<file path="src/rtl/img_rsz_comp_eng_gen.sv">
// Image resizer compute engine.
// Averages each gathered pixel block per channel by dividing the block sums by the block size.
// The block size (Hor*Ver) is built up by repeated addition after ImgStart.
// One restoring divider per channel shares a single control FSM.
// The divider produces one quotient bit per cycle, MSB first.
// Optional feature macro: IMG_RSZ_CE_ROUND_EN. When defined, half the block size is added to
// every sum before division, so the average rounds half-up instead of truncating.
module img_rsz_comp_eng_gen #(
  parameter int CH_NUM    = 3,
  parameter int PXL_W     = 8,
  parameter int BLK_HOR_W = 4,
  parameter int BLK_VER_W = 4,
  parameter int POS_X_W   = 10,
  parameter int POS_Y_W   = 10
) (
  input  logic                                        Clk,
  input  logic                                        Reset,
  input  logic                                        ImgStart,
  input  logic [BLK_HOR_W-1:0]                        BlkSzHor,
  input  logic [BLK_VER_W-1:0]                        BlkSzVer,
  input  logic                                        RszImgComp,
  input  logic [CH_NUM*(PXL_W+BLK_HOR_W+BLK_VER_W)-1:0] CompBlkData,
  input  logic [POS_X_W-1:0]                          CompBlkXPos,
  input  logic [POS_Y_W-1:0]                          CompBlkYPos,
  input  logic                                        CompBlkVld,
  output logic                                        CompBlkRdy,
  output logic [CH_NUM*PXL_W-1:0]                     CeRszPxlData,
  output logic [POS_X_W-1:0]                          CeRszPxlXPos,
  output logic [POS_Y_W-1:0]                          CeRszPxlYPos,
  output logic                                        CeCompVld,
  input  logic                                        CeCompRdy,
  output logic [BLK_HOR_W+BLK_VER_W-1:0]              ProcBlkSz,
  output logic                                        CompEngRdy
);

  localparam int BLK_SZ_W = BLK_HOR_W + BLK_VER_W;
  localparam int SUM_W    = PXL_W + BLK_SZ_W;
`ifdef IMG_RSZ_CE_ROUND_EN
  localparam int NUM_W    = SUM_W + 1;
`else
  localparam int NUM_W    = SUM_W;
`endif
  localparam int CNT_W    = $clog2(PXL_W);

  localparam logic [1:0] SZ_IDLE = 2'd0;
  localparam logic [1:0] SZ_ACC  = 2'd1;
  localparam logic [1:0] SZ_DONE = 2'd2;

  localparam logic [1:0] DP_IDLE = 2'd0;
  localparam logic [1:0] DP_DIV  = 2'd1;
  localparam logic [1:0] DP_OUT  = 2'd2;

  logic [1:0]           sz_state;
  logic [1:0]           dp_state;
  logic [BLK_HOR_W-1:0] hor_l;
  logic [BLK_VER_W-1:0] ver_l;
  logic [BLK_VER_W-1:0] acc_cnt;
  logic                 comp_pend;
  logic [CNT_W-1:0]     bit_cnt;
  logic                 blk_hs;

  logic [NUM_W-1:0]          num_in   [CH_NUM];
  logic [BLK_SZ_W-1:0]       rem_p0   [CH_NUM];
  logic [PXL_W-1:0]          quo_p0   [CH_NUM];
  logic                      sat_p0   [CH_NUM];
  logic [BLK_SZ_W-1:0]       div_p0;
  logic [BLK_SZ_W+PXL_W-1:0] step_nxt [CH_NUM];

`ifdef IMG_RSZ_CE_ROUND_EN
  // Bias the sum by half the divisor so the truncating divider rounds half-up.
  function automatic logic [NUM_W-1:0] f_round(input logic [SUM_W-1:0] sum,
                                               input logic [BLK_SZ_W-1:0] sz);
    return {1'b0, sum} + NUM_W'(sz >> 1);
  endfunction
`endif

  // The quotient cannot fit in PXL_W bits once the numerator reaches sz * 2^PXL_W.
  function automatic logic f_ovf(input logic [NUM_W-1:0] num,
                                 input logic [BLK_SZ_W-1:0] sz);
    logic [NUM_W:0] lim;
    lim = (NUM_W+1)'({sz, {PXL_W{1'b0}}});
    return {1'b0, num} >= lim;
  endfunction

  function automatic logic [PXL_W-1:0] f_sat(input logic [PXL_W-1:0] quo, input logic sat);
    return sat ? {PXL_W{1'b1}} : quo;
  endfunction

  // One restoring step: shift the next numerator bit into the remainder.
  // Subtract the divisor if it fits, and shift the resulting quotient bit into the low end.
  // The remainder stays below the divisor, so it always fits in BLK_SZ_W bits.
  function automatic logic [BLK_SZ_W+PXL_W-1:0] f_div_step(input logic [BLK_SZ_W-1:0] rem,
                                                           input logic [PXL_W-1:0]    quo,
                                                           input logic [BLK_SZ_W-1:0] dvs);
    logic [BLK_SZ_W:0]   trial;
    logic [BLK_SZ_W-1:0] diff;
    logic                qbit;
    trial = {rem, quo[PXL_W-1]};
    diff  = trial[BLK_SZ_W-1:0] - dvs;
    qbit  = (trial >= {1'b0, dvs});
    return {(qbit ? diff : trial[BLK_SZ_W-1:0]), quo[PXL_W-2:0], qbit};
  endfunction

  assign CompEngRdy = (sz_state == SZ_DONE);
  assign CompBlkRdy = CompEngRdy & (dp_state == DP_IDLE);
  assign CeCompVld  = (dp_state == DP_OUT);
  assign blk_hs     = CompBlkVld & CompBlkRdy;

  // Numerator per channel as presented at the input handshake.
  always_comb begin
    for (int c = 0; c < CH_NUM; c++) begin
`ifdef IMG_RSZ_CE_ROUND_EN
      num_in[c] = f_round(CompBlkData[c*SUM_W +: SUM_W], ProcBlkSz);
`else
      num_in[c] = CompBlkData[c*SUM_W +: SUM_W];
`endif
    end
  end

  // Next divider state for every channel.
  always_comb begin
    for (int c = 0; c < CH_NUM; c++) begin
      step_nxt[c] = f_div_step(rem_p0[c], quo_p0[c], div_p0);
    end
  end

  // Block-size FSM: accumulate Hor Ver times, then hold the size until the image completes.
  always_ff @(posedge Clk) begin
    if (Reset) begin
      sz_state  <= SZ_IDLE;
      ProcBlkSz <= '0;
      acc_cnt   <= '0;
      hor_l     <= '0;
      ver_l     <= '0;
      comp_pend <= 1'b0;
    end else begin
      case (sz_state)
        SZ_IDLE: begin
          comp_pend <= 1'b0;
          if (ImgStart) begin
            hor_l     <= (BlkSzHor == '0) ? BLK_HOR_W'(1) : BlkSzHor;
            ver_l     <= (BlkSzVer == '0) ? BLK_VER_W'(1) : BlkSzVer;
            ProcBlkSz <= '0;
            acc_cnt   <= '0;
            sz_state  <= SZ_ACC;
          end
        end
        SZ_ACC: begin
          ProcBlkSz <= ProcBlkSz + BLK_SZ_W'(hor_l);
          acc_cnt   <= acc_cnt + BLK_VER_W'(1);
          if (acc_cnt == ver_l - BLK_VER_W'(1)) sz_state <= SZ_DONE;
        end
        SZ_DONE: begin
          // A completion request waits for the datapath to drain before the size is released.
          if ((RszImgComp || comp_pend) && (dp_state == DP_IDLE)) begin
            comp_pend <= 1'b0;
            sz_state  <= SZ_IDLE;
          end else if (RszImgComp) begin
            comp_pend <= 1'b1;
          end
        end
        default: sz_state <= SZ_IDLE;
      endcase
    end
  end

  // Datapath control and output registers.
  always_ff @(posedge Clk) begin
    if (Reset) begin
      dp_state     <= DP_IDLE;
      bit_cnt      <= '0;
      CeRszPxlData <= '0;
      CeRszPxlXPos <= '0;
      CeRszPxlYPos <= '0;
    end else begin
      case (dp_state)
        DP_IDLE: begin
          if (blk_hs) begin
            CeRszPxlXPos <= CompBlkXPos;
            CeRszPxlYPos <= CompBlkYPos;
            bit_cnt      <= '0;
            dp_state     <= DP_DIV;
          end
        end
        DP_DIV: begin
          bit_cnt <= bit_cnt + CNT_W'(1);
          if (bit_cnt == CNT_W'(PXL_W-1)) begin
            for (int c = 0; c < CH_NUM; c++) begin
              CeRszPxlData[c*PXL_W +: PXL_W] <= f_sat(step_nxt[c][PXL_W-1:0], sat_p0[c]);
            end
            dp_state <= DP_OUT;
          end
        end
        DP_OUT: begin
          if (CeCompRdy) dp_state <= DP_IDLE;
        end
        default: dp_state <= DP_IDLE;
      endcase
    end
  end

  // ---- p0: operands latched at the input handshake, then iterated by the divider ----
  always_ff @(posedge Clk) begin
    if (dp_state == DP_IDLE && blk_hs) begin
      div_p0 <= ProcBlkSz;
      for (int c = 0; c < CH_NUM; c++) begin
        rem_p0[c] <= num_in[c][PXL_W +: BLK_SZ_W];
        quo_p0[c] <= num_in[c][PXL_W-1:0];
        sat_p0[c] <= f_ovf(num_in[c], ProcBlkSz);
      end
    end else if (dp_state == DP_DIV) begin
      for (int c = 0; c < CH_NUM; c++) begin
        {rem_p0[c], quo_p0[c]} <= step_nxt[c];
      end
    end
  end

endmodule
</file>
<file path="config.mk">
export PLATFORM = sky130hd
export DESIGN_NAME = img_rsz_comp_eng_gen
export DESIGN_NICKNAME = d
export VERILOG_FILES = /design/src/rtl/img_rsz_comp_eng_gen.sv
export SDC_FILE = /design/constraint.sdc
export NUM_CORES = 1
export LEC_CHECK = 0
export ABC_AREA = 1
export CAP_MARGIN = 10
export CORE_MARGIN = 5
export CORE_UTILIZATION = 53
export DETAILED_ROUTE_END_ITERATION = 7
export GPL_ROUTABILITY_DRIVEN = 0
export PLACE_DENSITY_LB_ADDON = 0.15
export SLEW_MARGIN = 40
export SYNTH_ARGS = -nofsm -noshare
export SYNTH_HDL_FRONTEND = slang
export SYNTH_SLANG_ARGS = --single-unit
</file>
<file path="constraint.sdc">
create_clock -name Clk -period 3 [get_ports Clk]
set_input_delay 0.45 -clock Clk [delete_from_list [all_inputs] [get_ports Clk]]
set_output_delay 0.45 -clock Clk [all_outputs]
set_load 0.02 [all_outputs]
</file>
==> summary.txt, run 1 <==
Timing
  – Unrepaired setup endpoints after global routing: no
  – Worst rel slew slack: 49.6%
  – Final setup violation count: 0
  – Tcrit/Tclk final: 79.6%
  – Total negative slack: 0 ns
  – Final min period: 2.39 ns
  – Slew @ Worst Pin: 0.755 ns
  – Final Max Slew Viols: 0
  – Fmax: 419 MHz
  – Clock skew: 0.00984 ns
  – Final Hold Fails: 0

Logic synthesis
  – Largest family of logic cells by synthesized area: simple AND/OR/NAND/NOR gates
  – Synth Instances: 973
  – Post-synthesis simple-gate area fraction: 27.0%
  – Synthesized Nets: 1115
  – Post-Synth Adder-Cell Area: 10.3%
  – Synth area leader: edfxtp_1
  – Synth Area in Compound Gates: 10.5%
  – Post-synth top area share: 23.4%
  – Number of synthesized flops with an enable pin: 59
  – Mux cell area share after synthesis: 0%
  – #FFs+latches synth: 131
  – Post-synth ARST share: 0%
  – Cell Area, Synth: 7580 µm²
  – Synth area leaders: edfxtp_1 (23%), dfxtp_1 (19%), nand2_1 (15%)
  – Sequential area share after synthesis: 42.4%
  – Syn. warnings: 0
  – XOR/XNOR Fraction of Synth Area: 1.50%
  – Main synth FF type: dfxtp_1
  – Mapped Avg Cell Area: 7.79 µm²
  – Cell variety after synth: 36

Hold path
  – Min-delay src: CeRszPxlXPos[8]
  – Worst hold-check path type: flop to flop
  – WHS Endpoint: CeRszPxlXPos[8]
  – Hold Path Depth: 2

Layout
  – Nets: 1254
  – Register Area: 3210 µm²
  – Area grow syn2layout: 28.4%
  – FILL cells: 1144
  – Area of the multi-input gates: 3740 µm²
  – Core Util, Final: 69.8%
  – # diodes: 0
  – Layout cells sized above 1: 6.22%

Place
  – Hpwl dp: 15300 µm
  – Port Buffer Count: 136

Clocking
  – Post-CTS Resized: 0
  – Clk buf depth: 2
  – Post-CTS Setup Inserts: 0
  – Clk sink count: 131
  – Clock buffer count from CTS: 17
  – Clk_lat worst skew: 0.42 ns
  – Clk root buf: clkbuf_16
  – Clock transition at path regs: 0.06 ns
  – Hold-fix buffers at CTS: 0
  – CTS tree: built
  – H-tree depth: 4

Die
  – Initial Util: 54.4%
  – Core area: 13900 µm²
  – Die height: 130 µm
  – Cell Rows: 43
  – Die W: 130 µm
  – DIE AREA: 16800 µm²
  – Num ports: 137

Global routing
  – GRT overflow: 0
  – Largest net degree at the start of global routing: 51
  – Initial antenna violation count: 0
  – Global-route wire length before repair: 33200 µm
  – Total GRT Usage: 25.3%
  – Vias in the first global route: 6824

Worst setup path
  – Reg2Reg Depth: 10
  – Reg2reg start: div_p0[2]
  – Max stage delay on crit path: 0.55 ns
  – Startpoint types: flop
  – R2R Setup Slk: 0.61 ns
  – WS Path Type: flop to flop
  – Crit-path cells: inv_1 > ha_1 > nand2_1 > nand2_1 > nand2_1 > nand2_1 > a21oi_1 > nand4_1 > nand3_1 > nand2_1
  – CP Capture Type: flop
  – Slowest cell on crit path: a21oi_1
  – R2r endpoint: rem_p0[22]
  – CP required: 3.18 ns
  – CP arrival: 2.56 ns
  – Most frequent cell on the critical path: nand2_1
  – Crit Path Max Fanout: 8

Outcome
  – Status: completed

Routing
  – Routed wire length: 21100 µm
  – DR DRC count: 0
  – DRT antenna net count: 0
  – DRT Pass-1 Iters: 5
  – Drt wl/cell: 16.2 µm
  – DR vias/cell: 5.45
  – Via count: 7115
  – Initial DRC count: 581

Power and ir drop
  – Pwr/cell area: 446 nW/µm²
  – Design Power: 4.34 mW
  – Maximum VDD drop: 0.000594 V
  – Pleak: 4.21 nW

Job
  – Max cap viols: 0
[layout by cell type (no fill, tap or decap), types with 2 or more instances in the layout]
cell type and count:
a211oi_1 2, a21oi_1 73, a22oi_1 2, buf_12 2, buf_4 7, bufinv_16 2, clkbuf_16 19, clkdlybuf4s50_1 136
clkinv_2 4, dfxtp_1 72, edfxtp_1 59, fa_1 4, ha_1 56, inv_1 128, inv_2 2, inv_4 4
nand2_1 307, nand3_1 57, nand3_2 4, nand4_1 35, nand4_2 3, nor2_1 55, nor2_2 2, nor3_1 3
nor4_1 8, o2111ai_1 3, o21ai_0 38, o221a_2 15, xnor2_1 7, xor2_1 6
[synth_stat cells (4+ instances only)]
cell type and n:
nand2_1 308, inv_1 128, a21oi_1 73, dfxtp_1 72, edfxtp_1 59, nand3_1 57
ha_1 56, nor2_1 55, o21ai_0 38, nand4_1 35, o221a_2 15, clkbuf_1 8
nor4_1 8, buf_2 7, xnor2_1 7, xor2_1 6, buf_4 5, fa_1 4
nand3_2 4
[critical path, delay by kind of cell, from the launching register on]
family                     cells  cell delay [ns]
DFF                            1             0.35
and+or+nand+nor                7             0.74
buffers and inverters          1             0.16
AOI/OAI and AO/OA              1             0.55
adders and majority gates      1             0.33
[report_power, final]
group / internal (mW) / switching [mW] / leakage [nW]
logic: 0.163 / 0.155 / 2.79
registers: 1.87 / 0.0169 / 1.11
clock network: 1.32 / 0.810 / 0.306
[stage by stage]
| step | hold WS [ns] | setup WS [ns] | std cells | cell area [µm²] |
|---|---|---|---|---|
| after floorplan | 0.433 | 0.482 | 973 | 7580 |
| after global placement | 0.450 | 0.727 | 1273 | 9120 |
| after detailed placement | 0.454 | 0.664 | 1273 | 9120 |
| after CTS | 0.463 | 0.653 | 1305 | 9730 |
| after global routing | 0.480 | 0.422 | 1305 | 9730 |
| final | 0.461 | 0.611 | 1305 | 9730 |
[how the worst max path moves through the flow]
stage / startpoint / end / cells after the start
after CTS: div_p0[2] / rem_p0[22] / 10
after floorplan: sz_state[1] / bit_cnt[1] / 8
after global routing: div_p0[1] / rem_p0[22] / 10
after detailed placement: div_p0[2] / rem_p0[22] / 10
after global placement: div_p0[3] / rem_p0[22] / 10
final: div_p0[2] / rem_p0[22] / 10
[registers in the layout, summed over array words and instances (netlist names), 4 cells and up]
register	count
ver_l	4
div_p0	8
CeRszPxlYPos	10
CeRszPxlData	24
rem_p0	24
ProcBlkSz	8
quo_p0	24
CeRszPxlXPos	10
acc_cnt	4
hor_l	4
[cell families (layout without fill, tap and decap cells)]
logic type / Yosys count / count (layout)
and+or+nand+nor: 478 / 478
AOI/OAI and AO/OA: 135 / 135
buffers and inverters: 156 / 308
xor gates and xnor gates: 13 / 13
adders and majority gates: 60 / 60
DFF: 131 / 131
[layer usage]
| layer | track usage (%) | part of all wire (%) |
|---|---|---|
| met1 | 30.4 | 41 |
| met2 | 42.9 | 48 |
| met3 | 7.25 | 8.3 |
| met4 | 10.1 | 2.8 |
| met5 | 0 | 0 |
[layout make-up]
| cell class | instances | area share, % |
|---|---|---|
| multi-input cells | 686 | 38.5 |
| flip-flops and latches | 131 | 33.0 |
| repair buffers | 145 | 14.9 |
| inverters | 131 | 5.06 |
| clock buffers | 20 | 4.93 |
| well taps | 180 | 2.32 |
| clock inverters | 12 | 1.26 |
(Power assumes the default switching activity.)
==> run 2: changes to the inputs <==
Clock period 3 ns to 2.3 ns, I/O delays scaled along.
==> run 2 against run 1 <==
Hold slack better by 0.0016 ns. Utilization up 0.85 points. Highest routed layer unchanged. Clock power increased by 31%. Largest power group unchanged.
==> summary.txt, run 2 (same netlist as run 1, synthesis figures left out) <==
Power and ir drop
  – Pint: 4.37 mW (was 3.35 mW)
  – Pleak: 4.26 nW (was 4.21 nW)
  – Combinational share of power: 7.4% (was 7.3%)
  – Maximum VDD drop: 0.000578 V (was 0.000594 V)
  – Pwr/cell area: 577 nW/µm² (was 446 nW/µm²)
  – Sw frac: 23.0% (was 22.7%)
  – Clk pwr share: 49.3% (was 49.1%)
  – Psw: 1.31 mW (was 0.982 mW)
  – Sequential cell fraction of total power: 43.3% (was 43.5%)

Worst setup path
  – Top delay family on crit path: buffers and inverters (was simple AND/OR/NAND/NOR gates)
  – WP buf/inv: 2 (was 1)
  – Reg2reg start: div_p0[4] (was div_p0[2])
  – R2r endpoint: rem_p0[13] (was rem_p0[22])
  – Reg2Reg Depth: 11 (was 10)
  – CP arrival: 1.78 ns (was 2.56 ns)
  – Crit Path Max Fanout: 3 (was 8)
  – Slowest cell on crit path: clkdlybuf4s50_1 (was a21oi_1)
  – CP required: 1.96 ns (was 3.18 ns)
  – Crit-path cells: inv_1 > nor2_2 > and3_2 > clkdlybuf4s50_1 (was inv_1 > ha_1 > nand2_1 > nand2_1 > nand2_1 > nand2_1 > a21oi_1 > nand4_1 > nand3_1 > nand2_1)
  – R2R Setup Slk: 0.26 ns (was 0.61 ns)
  – Startpoint types: flop (unchanged)
  – Max stage delay on crit path: 0.62 ns (was 0.55 ns)
  – WS Path Type: flop to primary output (was flop to flop)
  – CP Capture Type: primary output (was flop)

Routing
  – Routed wire length: 21300 µm (was 21100 µm)
  – Via count: 7184 (was 7115)
  – Drt wl/cell: 16.1 µm (was 16.2 µm)
  – DRT antenna net count: 0 (unchanged)
  – DR vias/cell: 5.44 (was 5.45)
  – DRT Pass-1 Iters: 5 (unchanged)
  – DR DRC count: 0 (unchanged)
  – Initial DRC count: 607 (was 581)

Clocking
  – Clock transition at path regs: 0.06 ns (about the same)
  – H-tree depth: 4 (unchanged)
  – Clk_lat worst skew: 0.41 ns (was 0.42 ns)
  – Clk sink count: 131 (unchanged)
  – Hold-fix buffers at CTS: 0 (unchanged)
  – CTS tree: built (unchanged)
  – Post-CTS Resized: 0 (unchanged)
  – Clk root buf: clkbuf_16 (unchanged)
  – Post-CTS Setup Inserts: 0 (unchanged)
  – Clock buffer count from CTS: 17 (unchanged)
  – Clk buf depth: 2 (unchanged)

Die
  – Die W: 130 µm (unchanged)
  – Core area: 13900 µm² (unchanged)
  – Initial Util: 54.4% (unchanged)
  – Num ports: 137 (unchanged)
  – Cell Rows: 43 (unchanged)
  – Die height: 130 µm (unchanged)
  – DIE AREA: 16800 µm² (unchanged)

Global routing
  – Vias in the first global route: 6872 (was 6824)
  – Largest net degree at the start of global routing: 42 (was 51)
  – GRT overflow: 0 (unchanged)
  – Initial antenna violation count: 0 (unchanged)
  – Global-route wire length before repair: 34100 µm (was 33200 µm)
  – Total GRT Usage: 25.8% (was 25.3%)

Timing
  – Clock skew: 0.00684 ns (was 0.00984 ns)
  – Total negative slack: 0 ns (unchanged)
  – Unrepaired setup endpoints after global routing: no (unchanged)
  – Worst rel slew slack: 44.2% (was 49.6%)
  – Final Max Slew Viols: 0 (unchanged)
  – Final Hold Fails: 0 (unchanged)
  – Final setup violation count: 0 (unchanged)
  – Tcrit/Tclk final: 92.4%
  – Fmax: 471 MHz
  – Slew @ Worst Pin: 0.837 ns (was 0.755 ns)
  – Final min period: 2.12 ns

Layout
  – Nets: 1269 (was 1254)
  – Most frequent cells in the layout: nand2_1 (307), clkdlybuf4s50_1 (136), inv_1 (128), a21oi_1 (73), dfxtp_1 (72) (unchanged)
  – Area grow syn2layout: 29.9% (was 28.4%)
  – Core Util, Final: 70.6% (was 69.8%)
  – Layout cells sized above 1: 7.46% (was 6.22%)
  – Top Registers: CeRszPxlData (24), quo_p0 (24), rem_p0 (24) (unchanged)
  – # diodes: 0 (unchanged)
  – Commonest non-fill, non-tap cell in the layout: nand2_1 (unchanged)

Hold path
  – Worst hold-check path type: flop to flop (unchanged)
  – WHS Endpoint: CeRszPxlXPos[6] (was CeRszPxlXPos[8])
  – Min-delay src: CeRszPxlXPos[6] (was CeRszPxlXPos[8])
  – Hold Path Depth: 2 (unchanged)

Place
  – Hpwl dp: 15200 µm (was 15300 µm)
  – Port Buffer Count: 136 (unchanged)

Outcome
  – Status: completed (unchanged)

Job
  – Max cap viols: 0 (unchanged)
==> run 2: cell types whose count changed in the layout (fill, tap and decap cells not counted), moves of 2 or more <==
cell / delta
inv_4: -3
clkinv_2: -4
clkbuf_16: -2
clkinvlp_4: +4
buf_4: +15
clkinv_4: +3
==> run 2: how the worst max path moves through the flow <==
stage,from,end,cells past startpoint
CTS,sz_state[1],CompBlkRdy,4
floorplan,sz_state[1],bit_cnt[1],8
detailed placement,rem_p0[10],rem_p0[14],8
finish,sz_state[1],CompBlkRdy,4
global placement,div_p0[4],rem_p0[18],11
global route,div_p0[3],rem_p0[13],11
==> run 2: area by class of cell <==
type	count	area (µm²)
clock buffers	18	429
well taps	180	225
flip-flops and latches	131	3210
clock inverters	14	179
fillers	1066	4090
multi-input cells	686	3740
repair buffers	160	1570
inverters	131	492
==> run 2: layer usage <==
metal	vias to the layer above	global-route usage, %	share of wire, %
met5	-	0	0
met4	0	8.56	2.5
met3	49	6.92	8.5
met2	296	42.0	47
met1	3278	33.6	42
li1	3561	-	-
==> run 2: worst min-delay path: stages, from the launching register on <==
cell and delay (ns):
dfxtp_1 0.31, nand2_1 0.06, a21oi_1 0.05
==> run 2: stage by stage <==
step | power (mW) | setup WS [ns] | cell area (µm²) | instances | hold WS (ns)
2_1_floorplan | 2.69 | 0.273 | 7580 | 973 | 0.433
3_3_place_gp | 2.92 | 0.307 | 9240 | 1288 | 0.451
3_5_place_dp | 2.92 | 0.300 | 9240 | 1288 | 0.455
4_1_cts | 5.70 | 0.163 | 9840 | 1320 | 0.464
5_1_grt | 5.86 | 0.0226 | 9840 | 1320 | 0.484
6_report | 5.68 | 0.175 | 9840 | 1320 | 0.463
==> run 2: power by group through the flow <==
stage               logic, mW  registers, mW  clock network, mW
floorplan               0.180           2.51                  0
global placement        0.405           2.51                  0
detailed placement      0.412           2.51                  0
CTS                     0.418           2.46               2.82
global route            0.465           2.46               2.93
finish                  0.421           2.46               2.80
